**src/rtl/mult_div_unit.sv**
```systemverilog
// mult_div_unit
//   Iterative-latency HI/LO multiply/divide unit for a MIPS-style pipeline.
//   MULT/MULTU take 5 cycles and DIV/DIVU take 10 cycles, with busy high for
//   the whole run. MTHI/MTLO write HI/LO in zero cycles. Results are computed
//   from the operands latched when the request is accepted, and HI/LO are
//   written only at the completing edge.
//
//   Optional feature: define MDU_DIV_EN to build the divider. Without it,
//   DIV/DIVU are treated as no-ops and no divider logic exists.
//
// Ports
//   clk      in   clock, rising edge
//   reset_n  in   async active-low reset
//   start    in   request strobe (ignored while busy)
//   MDopE    in   [2:0] 0 MULT, 1 MULTU, 2 DIV, 3 DIVU, 4 MTHI, 5 MTLO, 6-7 nop
//   SrcAE    in   [31:0] operand A / MT* data
//   SrcBE    in   [31:0] operand B
//   HIsel    in   MDoutE read select (1 = HI, 0 = LO)
//   busy     out  operation in flight
//   HI, LO   out  [31:0] architectural registers
//   MDoutE   out  [31:0] HIsel ? HI : LO
module mult_div_unit (
    input  logic        clk,
    input  logic        reset_n,
    input  logic        start,
    input  logic [2:0]  MDopE,
    input  logic [31:0] SrcAE,
    input  logic [31:0] SrcBE,
    input  logic        HIsel,
    output logic        busy,
    output logic [31:0] HI,
    output logic [31:0] LO,
    output logic [31:0] MDoutE
);
    typedef enum logic {IDLE = 1'b0, RUN = 1'b1} state_t;

    localparam logic [2:0] OP_MULT  = 3'd0;
    localparam logic [2:0] OP_MULTU = 3'd1;
    localparam logic [2:0] OP_DIV   = 3'd2;
    localparam logic [2:0] OP_DIVU  = 3'd3;
    localparam logic [2:0] OP_MTHI  = 3'd4;
    localparam logic [2:0] OP_MTLO  = 3'd5;

    state_t      state_q, state_d;
    logic [3:0]  cnt_q, cnt_d;
    logic [31:0] a_q, a_d, b_q, b_d;
    logic        sgn_q, sgn_d;
    logic [31:0] hi_q, hi_d, lo_q, lo_d;
    logic        is_mul, is_div;
    logic [63:0] prod;

    assign is_mul = (MDopE == OP_MULT) || (MDopE == OP_MULTU);

    // One 64x64 multiplier serves both flavours: operands are sign- or
    // zero-extended per the latched signedness, low 64 bits are the product.
    assign prod = {{32{sgn_q & a_q[31]}}, a_q} * {{32{sgn_q & b_q[31]}}, b_q};

`ifdef MDU_DIV_EN
    logic        div_q, div_d;
    logic [31:0] abs_a, abs_b, den, uq, ur, quo, rem;

    assign is_div = (MDopE == OP_DIV) || (MDopE == OP_DIVU);

    // Magnitude divide then fix signs: quotient truncates toward zero and the
    // remainder follows the dividend. 0x80000000 / -1 falls out as 0x80000000
    // because the negated magnitude wraps back to itself.
    assign abs_a = (sgn_q && a_q[31]) ? (32'd0 - a_q) : a_q;
    assign abs_b = (sgn_q && b_q[31]) ? (32'd0 - b_q) : b_q;
    assign den   = (b_q == 32'd0) ? 32'd1 : abs_b;  // result discarded on /0
    assign uq    = abs_a / den;
    assign ur    = abs_a % den;
    assign quo   = (sgn_q && (a_q[31] ^ b_q[31])) ? (32'd0 - uq) : uq;
    assign rem   = (sgn_q && a_q[31]) ? (32'd0 - ur) : ur;
`else
    assign is_div = 1'b0;
`endif

    // State register and datapath registers
    always_ff @(posedge clk or negedge reset_n) begin
        if (!reset_n) begin
            state_q <= IDLE;
            cnt_q   <= 4'd0;
            a_q     <= 32'd0;
            b_q     <= 32'd0;
            sgn_q   <= 1'b0;
            hi_q    <= 32'd0;
            lo_q    <= 32'd0;
`ifdef MDU_DIV_EN
            div_q   <= 1'b0;
`endif
        end else begin
            state_q <= state_d;
            cnt_q   <= cnt_d;
            a_q     <= a_d;
            b_q     <= b_d;
            sgn_q   <= sgn_d;
            hi_q    <= hi_d;
            lo_q    <= lo_d;
`ifdef MDU_DIV_EN
            div_q   <= div_d;
`endif
        end
    end

    // Next-state and HI/LO update
    always_comb begin
        state_d = state_q;
        cnt_d   = cnt_q;
        a_d     = a_q;
        b_d     = b_q;
        sgn_d   = sgn_q;
        hi_d    = hi_q;
        lo_d    = lo_q;
`ifdef MDU_DIV_EN
        div_d   = div_q;
`endif
        case (state_q)
            IDLE: begin
                if (start) begin
                    if (is_mul || is_div) begin
                        state_d = RUN;
                        cnt_d   = is_div ? 4'd9 : 4'd4;
                        a_d     = SrcAE;
                        b_d     = SrcBE;
                        sgn_d   = (MDopE == OP_MULT) || (MDopE == OP_DIV);
`ifdef MDU_DIV_EN
                        div_d   = is_div;
`endif
                    end else if (MDopE == OP_MTHI) begin
                        hi_d = SrcAE;
                    end else if (MDopE == OP_MTLO) begin
                        lo_d = SrcAE;
                    end
                end
            end
            RUN: begin
                // A start arriving at the completing edge still sees RUN and
                // is dropped.
                if (cnt_q == 4'd0) begin
                    state_d = IDLE;
`ifdef MDU_DIV_EN
                    if (div_q) begin
                        if (b_q != 32'd0) begin
                            hi_d = rem;
                            lo_d = quo;
                        end
                    end else begin
                        hi_d = prod[63:32];
                        lo_d = prod[31:0];
                    end
`else
                    hi_d = prod[63:32];
                    lo_d = prod[31:0];
`endif
                end else begin
                    cnt_d = cnt_q - 4'd1;
                end
            end
            default: state_d = IDLE;
        endcase
    end

    // Outputs
    always_comb begin
        busy   = (state_q == RUN);
        HI     = hi_q;
        LO     = lo_q;
        MDoutE = HIsel ? hi_q : lo_q;
    end

endmodule
```
**config.mk**
```make
export PLATFORM = sky130hd
export DESIGN_NAME = mult_div_unit
export DESIGN_NICKNAME = d
export VERILOG_FILES = /design/src/rtl/mult_div_unit.sv
export SDC_FILE = /design/constraint.sdc
export NUM_CORES = 2
export LEC_CHECK = 0
export CORE_MARGIN = 2
export CORE_UTILIZATION = 60
export CTS_BUF_LIST = sky130_fd_sc_hd__clkbuf_8
export DETAILED_ROUTE_END_ITERATION = 12
export PLACE_DENSITY_LB_ADDON = 0.05
export SLEW_MARGIN = 30
export SYNTH_ARGS = -nofsm -noshare
export SYNTH_HDL_FRONTEND = slang
export SYNTH_SLANG_ARGS = --single-unit
```
**constraint.sdc**
```tcl
create_clock -name clk -period 8.7 [get_ports clk]
set_input_delay 2.175 -clock clk [delete_from_list [all_inputs] [get_ports clk]]
set_output_delay 2.175 -clock clk [all_outputs]
set_load 0.02 [all_outputs]
```
# Word level (Yosys, flattened, before mapping)

Cells that the tools add are included.

Register bits: 134
Latch bits: 0
RAM bits: 0
Bits in read-only memories: 0
Bits of input ports: 71
Output and inout bits: 97
Word-level logic and storage cells: 52
Memories: 0

$add $sub $neg: 1
Multipliers: 1
Divide/modulo/power cells: 0
Order comparisons: 0
Eq/ne operators: 12
Shift-type cells: 0
Mux-type cells: 20
Bitwise operators: 3
Reduce and logical (&&, ||, !) cells: 8

Operators with widths:

| kind                                                                    | count |
|---|---|
| 32-bit 2-to-1 mux                                                       | 10 |
| 32-bit case mux with 2 select lines                                     | 2 |
| 33-bit by 33-bit multiplier with 64-bit output                          | 1 |
| 2-bit inequality test, second input constant                            | 7 |
| 4-bit 2-to-1 mux                                                        | 3 |
| 4-bit case mux with 2 select lines                                      | 1 |
| 3-bit equality test, second input constant                              | 2 |
| 3-bit AND reduction                                                     | 2 |
| 5-bit AND reduction                                                     | 1 |
| 4-bit zero test                                                         | 1 |
| 4-bit AND reduction                                                     | 1 |
| 4-bit by 1-bit subtractor with 4-bit output, second input constant      | 1 |
| 3-bit by 1-bit equality test with 1-bit output, second input constant   | 1 |
| 3-bit by 2-bit equality test with 1-bit output, second input constant   | 1 |
| 3-bit zero test                                                         | 1 |
| 1-bit 2-to-1 mux                                                        | 3 |
| 1-bit bitwise AND                                                       | 2 |
| 1-bit logical OR                                                        | 2 |
| 2-bit by 1-bit inequality test with 1-bit output, second input constant | 1 |
| 1-bit case mux with 2 select lines                                      | 1 |
| 1-bit NOT                                                               | 1 |

# Depth between registers and ports, before layout

Depth in word-level cells: 6
Mapped depth: 31
Depth with buffers taken out: 29

# Least setup slack after synthesis

OpenSTA, ideal clock, no wires.

Path type: reg2reg
Start point: reg a_q[31]
End point: reg hi_q[27] (netlist: HI[27])
Setup time: 0.133 ns
Arrival time: 7.714 ns
Data required time: 8.567 ns
Setup slack: 0.854 ns
Stages on the path, launching flop included: 32
Path buffers: 2
Clock period less this slack: 7.846 ns
Path through: dfrtp_1 -> clkbuf_1 -> and2_1 -> clkbuf_1 -> nand2_1 -> inv_1 -> fa_1 -> inv_1 -> fa_1 -> inv_1 -> fa_1 -> fa_1 -> inv_1 -> fa_1 -> inv_1 -> fa_1 -> inv_1 -> fa_1 -> fa_1 -> inv_1 -> ha_1 -> nor2_1 -> inv_1 -> a21oi_1 -> nor2_1 -> a21oi_1 -> nand2_1 -> a21o_1 -> a221oi_2 -> xnor2_1 -> a211oi_1 -> a21oi_1

Word-level cells in the longest chain between the ends: 4

Ends and longest elaborated chain:

| what                                             | RTL line | RTL |
|---|---|---|
| from (decl)                                      | 46       | `logic [31:0] a_q, a_d, b_q, b_d;` |
| from (signal assigned)                           | 83       | `a_q <= 32'd0;` |
| from (signal assigned)                           | 94       | `a_q <= a_d;` |
| 1-bit bitwise AND                                | 56       | `assign prod = {{32{sgn_q & a_q[31]}}, a_q} * {{32{sgn_q & b_q[31]}}, b_q};` |
| 33-bit by 33-bit multiplier with 64-bit output * | 56       |  |
| 32-bit 2-to-1 mux *                              | 139      | `if (cnt_q == 4'd0) begin` |
| 32-bit case mux with 2 select lines *            | 117      | `case (state_q)` |
| to (signal assigned)                             | 97       | `hi_q <= hi_d;` |
| to (decl)                                        | 48       | `logic [31:0] hi_q, hi_d, lo_q, lo_d;` |

Every way passes the cells marked *; elsewhere a longest branch is shown, timed or not. The select of a mux whose other input is x is not followed.
A chain may end at the register's enable or synchronous reset.

# Worst setup path after layout

Start point: reg a_q[16]
End point: reg hi_q[28] (netlist: HI[28])

Word-level cells in the longest chain between the ends: 3

Ends and longest elaborated chain:

| what                                           | RTL line |
|---|---|
| 33-bit by 33-bit multiplier with 64-bit output | 56 |
| 32-bit 2-to-1 mux                              | 139 |
| 32-bit case mux with 2 select lines            | 117 |

Every way passes these cells. The select of a mux whose other input is x is not followed.

==> results.cfg <==
[setup_path]
endpoint_kind = register
r2r_end = HI[28]
cp_max_fo = 15
arrival_ns = 8.80
critPathSlowestCell = dfrtp_2
required_ns = 9.07
critical_path_class = register to register
slowest_delay_ns = 0.64
regToRegSetupSlack_ns = 0.27
r2r_start = a_q[16]
path_common_cell = fa_1
cp-start-kind = register
reg2reg_depth = 26

[clocking]
postCtsHoldBufs = 0
cts-root-buf = clkbuf_8
cts.sinks = 134
cts_buffers = 17
htree_levels = 4
clock_latency_ns = 0.50
clk_pin_slew_ns = 0.10
clockBufferDepth = 2
cts_tree = yes

[yosys]
ys.flop_type = dfrtp_1
synth.cell_area_um2 = 43800
ys_ff_latch = 134
synth-edff-count = 0
synth_area_leader_cell = fa_1
syn_nets = 6124
synth.top_cells.by_area = fa_1 51%, inv_1 9.8%, dfrtp_1 7.7%, nand2_1 6.8%, ha_1 6.1%
syn_inst = 4714
ys_seq_area_share_pct = 7.65
synth_top_area_share_pct = 51.4
avgSynthCellArea_um2 = 9.30
yosys.cell_types.count = 65
yosysWarnings = 0
async_flop_share_pct = 100

[worst_hold_path]
min_to = LO[28]
hp-class = register to register
hold_start = LO[28]
hold-path-cell-count = 2

[die]
die_w_um = 274
dieArea_um2 = 75200
ioPinCount = 168
rows = 99
start_util_pct = 60.4
die_h_um = 274
core_um2 = 72600

[detailed_routing]
routed_wl_mm = 127
avgViaCountPerCell = 5.55
vias = 32278
drc_errors = 0
drt-pass1-iter-count = 5
ant_nets = 0
avgRoutedWirePerCell_um = 21.9
dr.first_iter.drc_count = 2165

[finish]
fin_nets = 6243
area_delta_synth_final_pct = 9.18
drive_gt1_share_pct = 7.92
fin_cells = 5813

[sta]
rsz0062_at_grt = true
fmax_ghz = 0.119
worstMarginPinSlew_ns = 0.978
period_needed_ns = 8.43
max-slew-margin-rel_pct = 34.8
setup_violations = 0
slew_viol_final = 0
finClkSkew_ns = 0.0277
hold_viol = 0
post-route-period-util_pct = 97.0

[placed_design]
portBuffers = 167
post-dp-hpwl_mm = 107
dpl.cell_count = 5773
gp_congestion = 0.939

[global_routing]
grt_pass1_vias = 35221
grt_pass1_wl_mm = 203
overflow = 0
grt_use_total_pct = 36.0
antenna_found_initial = 10
grt_max_degree = 76

[flow_run]
drv_cap = 0

[outcome]
status = complete, no violations
==> critical path: cells and delay by family (launching register included) <==
family,cells,cell delay (ns)
DFF,1,0.64
xor gates and xnor gates,1,0.17
and+or+nand+nor,1,0.15
buffers and inverters,5,0.50
AOI/OAI and AO/OA,10,2.45
adders and majority gates,9,4.41
==> synth_stat cells (5+ instances only) <==
| cell type | n |
|---|---|
| nand2b_1 | 5 |
| dfrtp_1 | 134 |
| nor2b_1 | 26 |
| and2_1 | 348 |
| a21oi_1 | 115 |
| fa_1 | 1125 |
| a21o_1 | 24 |
| o21ai_0 | 88 |
| o21bai_1 | 11 |
| mux2_2 | 96 |
| nor2_1 | 70 |
| nand3_1 | 17 |
| o211ai_1 | 7 |
| mux2i_1 | 10 |
| inv_1 | 1139 |
| xnor2_1 | 62 |
| o21ai_1 | 6 |
| a211oi_1 | 10 |
| and3_1 | 33 |
| buf_2 | 8 |
| or2_2 | 10 |
| nand2_1 | 795 |
| ha_1 | 214 |
| a31oi_1 | 10 |
| clkbuf_1 | 256 |
| xor2_1 | 13 |
| nand4_1 | 13 |
| nor3_1 | 8 |
==> metal layers <==
metal	track usage, %	vias to the layer above	wire (um)
li1	-	13892	-
met1	46.1	16834	48400
met2	61.3	1246	64000
met3	5.29	302	8240
met4	15.6	4	6640
met5	0.513	-	68
==> how the worst max path moves through the flow <==
stage             from      to  slack, ns  depth (start not counted)
5_1_grt         b_q[0]  HI[27]      -0.02                         28
2_1_floorplan  a_q[31]  HI[27]       0.85                         31
3_3_place_gp   a_q[16]  HI[28]       0.03                         25
6_report       a_q[16]  HI[28]       0.27                         26
4_1_cts        a_q[17]  HI[27]       0.08                         27
3_5_place_dp   a_q[16]  HI[28]     0.0005                         25
==> timing repair <==
action | 4_1_cts | 5_1_grt
cloned | 0 | 0
gates resized for setup | 1 | 27
endpoints found under the setup margin | 4 | 15
buffers inserted | 0 | 0
==> layout by cell type (no fill, tap or decap), drive strengths merged, types with 26 or more instances in the layout <==
cell	instances
mux2	96
buf	202
nor2b	26
clkdlybuf4s50	166
xnor2	62
fa	1125
o21ai	95
inv	1146
and2	348
a21oi	116
dfrtp	134
ha	214
and3	33
nand2	795
nor2	70
==> layout make-up <==
cell class	count	area (um^2)
Fill cell	6104	24700
Clock inverter	14	120
Inverter	1139	4280
Antenna cell	8	20.0
Sequential cell	134	3390
Clock buffer	18	248
Multi-Input combinational cell	3173	35200
Tap cell	959	1200
Timing Repair Buffer	368	3390
==> cells by family after synthesis <==
kind of cell | share of synthesized area (%)
buffers and inverters | 12.1
adder cells (fa/ha/maj) | 57.5
AND/OR/NAND/NOR | 14.1
AO/OA/AOI/OAI | 4.50
flip-flops | 7.65
multiplexers | 2.70
XOR/XNOR | 1.50
==> flip-flops by register name (all words and copies together), names as in the netlist <==
| name | cells |
|---|---|
| cnt_q | 4 |
| sgn_q | 1 |
| busy | 1 |
| LO | 32 |
| HI | 32 |
| b_q | 32 |
| a_q | 32 |
==> through the flow <==
step                worst slack (ns)  TNS (ns)  instance area [um^2]  utilization [%]  hold slack (ns)
finish                         0.265         0                 47800             65.9            0.519
CTS                           0.0838         0                 47800             65.8            0.526
detailed placement          0.000457         0                 47400             65.3            0.502
floorplan                      0.854         0                 43800                -            0.482
global placement              0.0310         0                 47400             65.3            0.500
global route                 -0.0150   -0.0156                 47800             65.9            0.557
Power is not shown: default switching activity piles up to over one toggle a cycle in this logic, so the estimate is an artifact.
